==> src/rtl/fetch_queue_if.sv <==
// Fetch2 -> fetch_queue -> decode signal bundle.
// master drives the fetch pair plus flush/ready; slave is the queue itself.
interface fetch_queue_if #(
   parameter int XLEN = 32
);
   logic [XLEN-1:0] inst0_i;
   logic [XLEN-1:0] inst1_i;
   logic            valid0_i;
   logic            valid1_i;
   logic [XLEN-1:0] pc_i;
   logic            pred_0_i;
   logic            pred_1_i;
   logic            flush_i;
   logic            ready_i;
   logic            full_o;
   logic [XLEN-1:0] inst0_o;
   logic [XLEN-1:0] inst1_o;
   logic [XLEN-1:0] pc0_o;
   logic [XLEN-1:0] pc1_o;
   logic            pred0_o;
   logic            pred1_o;
   logic            out0_valid_o;
   logic            out1_valid_o;

   modport master (
      output inst0_i, inst1_i, valid0_i, valid1_i, pc_i, pred_0_i, pred_1_i,
             flush_i, ready_i,
      input  full_o, inst0_o, inst1_o, pc0_o, pc1_o, pred0_o, pred1_o,
             out0_valid_o, out1_valid_o
   );

   modport slave (
      input  inst0_i, inst1_i, valid0_i, valid1_i, pc_i, pred_0_i, pred_1_i,
             flush_i, ready_i,
      output full_o, inst0_o, inst1_o, pc0_o, pc1_o, pred0_o, pred1_o,
             out0_valid_o, out1_valid_o
   );
endinterface

==> src/rtl/fetch_queue.sv <==
// Dual-slot compacting instruction queue between fetch2 and decode.
// Optional macro FETCH_QUEUE_BYPASS_EN: live slots pass straight through an empty queue.
module fetch_queue #(
   parameter int DEPTH = 8,
   parameter int XLEN  = 32
) (
   input logic          clock_i,
   input logic          reset_n_i,
   fetch_queue_if.slave fq
);
   localparam int PTR_W = $clog2(DEPTH);
   localparam int CNT_W = PTR_W + 1;
   localparam logic [CNT_W-1:0] FULL_LIM = CNT_W'(DEPTH - 2);

   typedef struct packed {
      logic [XLEN-1:0] inst;
      logic [XLEN-1:0] pc;
      logic            pred;
   } entry_t;

   entry_t mem [DEPTH];

   logic [PTR_W-1:0] head_reg, tail_reg;
   logic [CNT_W-1:0] count_reg, count_next;
   logic [PTR_W-1:0] head_plus1, tail_plus1;
   logic [CNT_W-1:0] live_n, enq_n, deq_n;
   entry_t           slot0, slot1, wr_a, rd0, rd1;
   logic             both_live, any_live, full, stored0, stored1;
   logic             enq_en, write_en, v0_out, v1_out;

   always_comb begin
      slot0      = '{inst: fq.inst0_i, pc: fq.pc_i, pred: fq.pred_0_i};
      slot1      = '{inst: fq.inst1_i, pc: fq.pc_i + XLEN'(4), pred: fq.pred_1_i};
      both_live  = fq.valid0_i & fq.valid1_i;
      any_live   = fq.valid0_i | fq.valid1_i;
      // Compaction: the older live slot always lands at tail.
      wr_a       = fq.valid0_i ? slot0 : slot1;
      live_n     = CNT_W'(fq.valid0_i) + CNT_W'(fq.valid1_i);
      head_plus1 = head_reg + PTR_W'(1);
      tail_plus1 = tail_reg + PTR_W'(1);

      full       = count_reg > FULL_LIM;
      stored0    = count_reg != '0;
      stored1    = count_reg > CNT_W'(1);
      enq_en     = !full && !fq.flush_i;
      deq_n      = fq.ready_i ? (CNT_W'(stored0) + CNT_W'(stored1)) : '0;

      rd0        = stored0 ? mem[head_reg]   : '0;
      rd1        = stored1 ? mem[head_plus1] : '0;
      v0_out     = stored0;
      v1_out     = stored1;
      write_en   = enq_en;
`ifdef FETCH_QUEUE_BYPASS_EN
      if (reset_n_i && count_reg == '0 && !fq.flush_i && any_live) begin
         rd0    = wr_a;
         rd1    = both_live ? slot1 : '0;
         v0_out = 1'b1;
         v1_out = both_live;
         // Decode took them this cycle, so they never enter storage.
         if (fq.ready_i) begin
            write_en = 1'b0;
         end
      end
`endif
      enq_n      = write_en ? live_n : '0;
      count_next = count_reg + enq_n - deq_n;
   end

   assign fq.full_o       = full;
   assign fq.out0_valid_o = v0_out;
   assign fq.out1_valid_o = v1_out;
   assign fq.inst0_o      = rd0.inst;
   assign fq.inst1_o      = rd1.inst;
   assign fq.pc0_o        = rd0.pc;
   assign fq.pc1_o        = rd1.pc;
   assign fq.pred0_o      = rd0.pred;
   assign fq.pred1_o      = rd1.pred;

   always_ff @(posedge clock_i or negedge reset_n_i) begin
      if (!reset_n_i) begin
         head_reg  <= '0;
         tail_reg  <= '0;
         count_reg <= '0;
      end else if (fq.flush_i) begin
         head_reg  <= '0;
         tail_reg  <= '0;
         count_reg <= '0;
      end else begin
         head_reg  <= head_reg + deq_n[PTR_W-1:0];
         tail_reg  <= tail_reg + enq_n[PTR_W-1:0];
         count_reg <= count_next;
      end
   end

   // Storage carries no reset; entry validity comes solely from count_reg.
   always_ff @(posedge clock_i) begin
      if (write_en && any_live) begin
         mem[tail_reg] <= wr_a;
      end
      if (write_en && both_live) begin
         mem[tail_plus1] <= slot1;
      end
   end
endmodule

==> src/flat_wrapper.sv <==
// flat-port wrapper written by rule: the top's interface ports become plain ports
module fetch_queue_flat 
#(
   parameter int DEPTH = 8,
   parameter int XLEN  = 32
)
  (clock_i, reset_n_i, fq_inst0_i, fq_inst1_i, fq_valid0_i, fq_valid1_i, fq_pc_i, fq_pred_0_i, fq_pred_1_i, fq_flush_i, fq_ready_i, fq_full_o, fq_inst0_o, fq_inst1_o, fq_pc0_o, fq_pc1_o, fq_pred0_o, fq_pred1_o, fq_out0_valid_o, fq_out1_valid_o);
  fetch_queue_if #(.XLEN(XLEN)) fq_i ();
  input logic clock_i;
  input logic reset_n_i;
  input wire logic [$bits(fq_i.inst0_i)-1:0] fq_inst0_i;
  input wire logic [$bits(fq_i.inst1_i)-1:0] fq_inst1_i;
  input wire logic [$bits(fq_i.valid0_i)-1:0] fq_valid0_i;
  input wire logic [$bits(fq_i.valid1_i)-1:0] fq_valid1_i;
  input wire logic [$bits(fq_i.pc_i)-1:0] fq_pc_i;
  input wire logic [$bits(fq_i.pred_0_i)-1:0] fq_pred_0_i;
  input wire logic [$bits(fq_i.pred_1_i)-1:0] fq_pred_1_i;
  input wire logic [$bits(fq_i.flush_i)-1:0] fq_flush_i;
  input wire logic [$bits(fq_i.ready_i)-1:0] fq_ready_i;
  output wire logic [$bits(fq_i.full_o)-1:0] fq_full_o;
  output wire logic [$bits(fq_i.inst0_o)-1:0] fq_inst0_o;
  output wire logic [$bits(fq_i.inst1_o)-1:0] fq_inst1_o;
  output wire logic [$bits(fq_i.pc0_o)-1:0] fq_pc0_o;
  output wire logic [$bits(fq_i.pc1_o)-1:0] fq_pc1_o;
  output wire logic [$bits(fq_i.pred0_o)-1:0] fq_pred0_o;
  output wire logic [$bits(fq_i.pred1_o)-1:0] fq_pred1_o;
  output wire logic [$bits(fq_i.out0_valid_o)-1:0] fq_out0_valid_o;
  output wire logic [$bits(fq_i.out1_valid_o)-1:0] fq_out1_valid_o;
  assign fq_i.inst0_i = fq_inst0_i;
  assign fq_i.inst1_i = fq_inst1_i;
  assign fq_i.valid0_i = fq_valid0_i;
  assign fq_i.valid1_i = fq_valid1_i;
  assign fq_i.pc_i = fq_pc_i;
  assign fq_i.pred_0_i = fq_pred_0_i;
  assign fq_i.pred_1_i = fq_pred_1_i;
  assign fq_i.flush_i = fq_flush_i;
  assign fq_i.ready_i = fq_ready_i;
  assign fq_full_o = fq_i.full_o;
  assign fq_inst0_o = fq_i.inst0_o;
  assign fq_inst1_o = fq_i.inst1_o;
  assign fq_pc0_o = fq_i.pc0_o;
  assign fq_pc1_o = fq_i.pc1_o;
  assign fq_pred0_o = fq_i.pred0_o;
  assign fq_pred1_o = fq_i.pred1_o;
  assign fq_out0_valid_o = fq_i.out0_valid_o;
  assign fq_out1_valid_o = fq_i.out1_valid_o;
  fetch_queue #(.DEPTH(DEPTH), .XLEN(XLEN)) u_core (.clock_i(clock_i), .reset_n_i(reset_n_i), .fq(fq_i));
endmodule
==> config.mk <==
export PLATFORM = sky130hd
export DESIGN_NAME = fetch_queue_flat
export DESIGN_NICKNAME = d
export VERILOG_FILES = /design/src/rtl/fetch_queue_if.sv /design/src/rtl/fetch_queue.sv /design/src/flat_wrapper.sv
export SDC_FILE = /design/constraint.sdc
export NUM_CORES = 1
export LEC_CHECK = 0
export CAP_MARGIN = 20
export CELL_PAD_IN_SITES_DETAIL_PLACEMENT = 1
export CELL_PAD_IN_SITES_GLOBAL_PLACEMENT = 1
export CORE_MARGIN = 2
export CORE_UTILIZATION = 24
export CTS_BUF_LIST = sky130_fd_sc_hd__clkbuf_2 sky130_fd_sc_hd__clkbuf_4 sky130_fd_sc_hd__clkbuf_8
export DETAILED_ROUTE_END_ITERATION = 8
export GPL_ROUTABILITY_DRIVEN = 0
export MAX_ROUTING_LAYER = met4
export PLACE_DENSITY_LB_ADDON = 0.1
export SKIP_CTS_REPAIR_TIMING = 1
export SLEW_MARGIN = 20
export SYNTH_ARGS = -nofsm -noshare
export SYNTH_HDL_FRONTEND = slang
export SYNTH_SLANG_ARGS = --single-unit
==> constraint.sdc <==
create_clock -name clock_i -period 8 [get_ports clock_i]
set_clock_uncertainty 0.1 [all_clocks]
set_input_delay 2.4 -clock clock_i [delete_from_list [all_inputs] [get_ports clock_i]]
set_output_delay 2.4 -clock clock_i [all_outputs]
set_load 0.1 [all_outputs]
After elaboration in Yosys (flattened, before gate mapping)
Memories as Yosys holds them, arrays and structs flattened.
Cells that the tools add are included.
W data, S select, Z words.

word-level totals
  register bits = 10
  memory bits (writable) = 520
  input port bits = 104
  output and inout bits = 133
  memories = 1

operators by class
  $add $sub $neg = 9
  order comparisons = 2
  multiplexer cells = 12
  bitwise logic cells = 2
  reductions and logical operators = 6

memory list
  memory      words  width  read ports  clocked after Yosys merged registers in  wr ports  line               RTL
  u_core.mem  8      65     2           0                                        2         fetch_queue.sv:21  entry_t mem [DEPTH];

operators with widths
  kind                     count
  $mux W65                 3
  $add A32 B3 Y32 const B  1
  $mux W4                  3
  $add A3 B1 Y3 const B    2
  $add A3 B3 Y3            2
  $mux W3                  2
  $add A1 B1 Y2            2
  $add A4 B4 Y4            1
  $gt A4 B1 Y1 const B     1
  $gt A4 B3 Y1 const B     1
  $mux W1                  4
  $reduce_bool A4 Y1       1
  $sub A4 B4 Y4            1
  $logic_and A1 B1 Y1      3
  $logic_not A1 Y1         2
  $and A1 B1 Y1            1
  $or A1 B1 Y1             1

Longest topological paths before layout
  word-level depth = 7
  depth in mapped cells = 17
  mapped depth without buffers = 15

Worst setup path after synthesis
No wires, ideal clock.

  kind = in2reg
  from = input port fq_valid0_i
  to = memory u_core.mem[0][0] in the netlist's numbering, enable pin
  data arrival time = 8283 ps
  required time = 7315 ps
  slack = -968 ps
  stages on the path = 5
  buffers on the path = 1
  path through = clkbuf_1 inv_1 ha_1 or4_1 o31ai_1

RTL lines
  element             line                RTL
  start: declaration  flat_wrapper.sv:13  input wire logic [$bits(fq_i.valid0_i)-1:0] fq_valid0_i;
  end: declaration    fetch_queue.sv:21

Worst setup path after layout
  from = register u_core.head_reg[0]
  to = output port fq_pc0_o[25]

on the way
  cells in the longest elaborated chain, start to end = 2

RTL lines
  element                   line                RTL
  start: declaration        fetch_queue.sv:23   logic [PTR_W-1:0] head_reg, tail_reg;
  start signal: assignment  fetch_queue.sv:89   head_reg <= head_reg + deq_n[PTR_W-1:0];
  $mem_v2 Z8 W65            -
  $mux W65                  fetch_queue.sv:48   rd0 = stored0 ? mem[head_reg] : '0;
  end: declaration          flat_wrapper.sv:23  output wire logic [$bits(fq_i.pc0_o)-1:0] fq_pc0_o;

No other way between the ends.

==> run metrics <==
sequential share of power 23.0%; DR vias/cell 4.92; Rows 132; yosys warns 0; CP max FO 44; Post-Synth Simple-Gate Area 10.3%; post-synthesis xor/xnor area fraction 6.54%; largest net degree at the start of global routing 95; Synth cell types 51; worst skew pair latency 0.78 ns; total track usage 18.9%; drt pass-1 iters 7; Sw Share 51.8%; final hold vios 0; Synth async-reset ratio 1.89%; Lkg Pwr 12.5 nW; Finish-stage setup viols 0; Worst path slowest cell clkdlybuf4s50_1; main combinational cell family by area after synthesis multiplexers; register area share after synthesis 50.5%; Comb pwr share 57.8%; Avg Inst Size Synth 12.2 sq um; FMAX 144 MHz; worst vdd ir 0.000408 V; mux cell area share after synthesis 21.8%; area leader, netlist edfxtp_1; EDFF count, synth 520; Worst-Margin Slew 1.08 ns; clock buffer depth 3; share of the synthesized area in the top cell type 49.7%; unrepaired setup endpoints after global routing false; Setup TNS 0 ns; Critical Path AT 4.43 ns; Avg WL per Cell 27.4 um; IO buf count 236; clock buffer count from CTS 107; Top FF cell, synth edfxtp_1; post-layout util 29.0%; Final Slew Violations 0; Die H 366 um; met3 WL 4700 um; DPL Wire Length 75,600 um; CORE AREA 0.130 sq mm; hold_ws 0.761 ns; crit end category output pin; CP top delay family buffers and inverters; Die Area 0.134 sq mm; syn_nets 2,695; Syn Std Cell Area 0.0314 sq mm; most common cell after layout, fill and taps aside edfxtp_1; Placed Cells 4,369; final worst path period share 86.7%; pre-CTS WS 1.77 ns; worst path cell trace buf_4 -> mux4_2 -> mux2i_1 -> nor2_1 -> clkdlybuf4s50_1; Ports 237; Max Cap Violations 0; antenna violations before repair 4; Rel. slew slack 27.7%; Reg clk slew, reported paths 0.06 ns; Initial Utilization 24.2%; Post-DRT Antenna Nets 0; Clock power frac 19.2%; switching component of the power 7.68 mW; CP peak stage delay 1.01 ns; vias post-DR 22,400; root buf cell clkbuf_8; Worst setup SP type flip-flop; Critical Path RT 5.50 ns; post-synthesis compound-gate area fraction 6.31%; share of cells above drive strength 1 21.4%; gr ovfl total 0; Cell Int Power 7.16 mW; Final Instance Count excl. Fillers 4,559; crit path kind flip-flop to output pin; H-tree depth 3; Hold Path Class flip-flop to flip-flop; vias in the first global route 24,400; Adder-Cell Fraction of Synth Area 0.852%; Synth area leaders edfxtp_1 (50%), mux4_2 (19%), nor2_1 (6.1%); status finished clean; clock sinks 530; Die W 366 um; Layout area overhead 19.7%; TritonCTS clock tree built; Power Dens Cells 395 mW/mm^2; max reg flops 520; first-pass GRT wire length 178,000 um; Max Used Layer met4; WL met2 62,300 um; Tmin final 6.93 ns; DRC viols 0; final wirelength 125,000 um; initial drt markers 1,486; cell count after synthesis 2,572; slack of the critical path 1.07 ns; M1 wire length 54,800 um; FF+latch count, synth 530; Final #Nets 2,859; commonest non-fill, non-tap cells in the layout edfxtp_1 (520), nor2_1 (513), a21oi_1 (347); CP bufs+invs 2
through the flow:
stage,total power [mW],cell area (sq um)
floorplan,9.81,31400
detailed placement,12.2,35500
global placement,12.2,35500
CTS,15.1,37600
finish,14.8,37600
global route,15.5,37600
logic make-up (layout without fill, tap and decap cells):
logic type               count (synthesis)  in the layout
AND/OR/NAND/NOR                        794            794
flip-flops                             530            530
AO/OA/AOI/OAI                          373            373
multiplexers                           359            359
buffers and inverters                  264            506
XOR/XNOR                               233            233
adder cells (fa/ha/maj)                 19             19
other                                    0              3
power groups by stage:
stage	logic, mW	registers (mW)	clock network [mW]
after global routing	9.00	3.43	3.05
final	8.58	3.42	2.85
after detailed placement	8.74	3.47	0
after floorplan	6.43	3.38	0
after CTS	8.76	3.41	2.95
after global placement	8.71	3.46	0
path summary, 6_finish.rpt:
kind / cells after the start / start / slack (ns) / end
setup reg to reg: 15 / u_core.count_reg[3] / 3.92 / u_core.count_reg[3]
min in group asynchronous: 1 / reset_n_i / 1.88 / u_core.tail_reg[1]
max in group asynchronous: 1 / reset_n_i / 5.47 / u_core.head_reg[0]
hold / removal: 4 / u_core.count_reg[2] / 0.76 / u_core.count_reg[3]
setup / recovery: 5 / u_core.head_reg[0] / 1.07 / fq_pc0_o[25]
hold reg to reg: 4 / u_core.count_reg[2] / 0.76 / u_core.count_reg[3]
cells in the mapped netlist, drive strengths merged, types with 2 or more instances:
library cell	count
nor2b	5
nor2	515
o21ai	7
or4	2
nor4	4
nand4	12
o211ai	5
dfrtp	10
nand3b	2
a21oi	350
mux4	260
nor3	2
xnor2	76
mux2i	99
xor2	157
nand3	13
and4	3
and2	9
a21o	3
inv	17
buf	162
o31ai	4
edfxtp	520
clkbuf	85
fa	4
a31oi	2
and3	6
ha	15
nand2	216
worst reg2reg max path, stage by stage, from the launching register on:
cell and delay (ns):
dfrtp_1 0.42, inv_1 0.18, ha_1 0.28, and3_4 0.70, buf_4 0.35, inv_1 0.09, ha_1 0.18, nand2_1 0.17
inv_1 0.09, fa_1 0.50, inv_1 0.07, ha_1 0.27, a21o_1 0.16, a21oi_1 0.17, xnor2_1 0.14, nor2_1 0.06
cell type report:
class | instances | area (sq um)
Sequential cell | 530 | 15900
Antenna cell | 3 | 7.51
Timing Repair Buffer | 302 | 2790
Fill cell | 14200 | 92200
Multi-Input combinational cell | 1778 | 14600
Clock buffer | 143 | 1740
Clock inverter | 44 | 332
Tap cell | 1742 | 2180
Inverter | 17 | 63.8
layer usage:
layer	global-route usage, %	up-vias
met2	32.1	560
met1	23.6	11900
met5	-	-
met3	2.64	183
met4	5.18	0
li1	-	9764
Power figures use the tool's default switching activity.
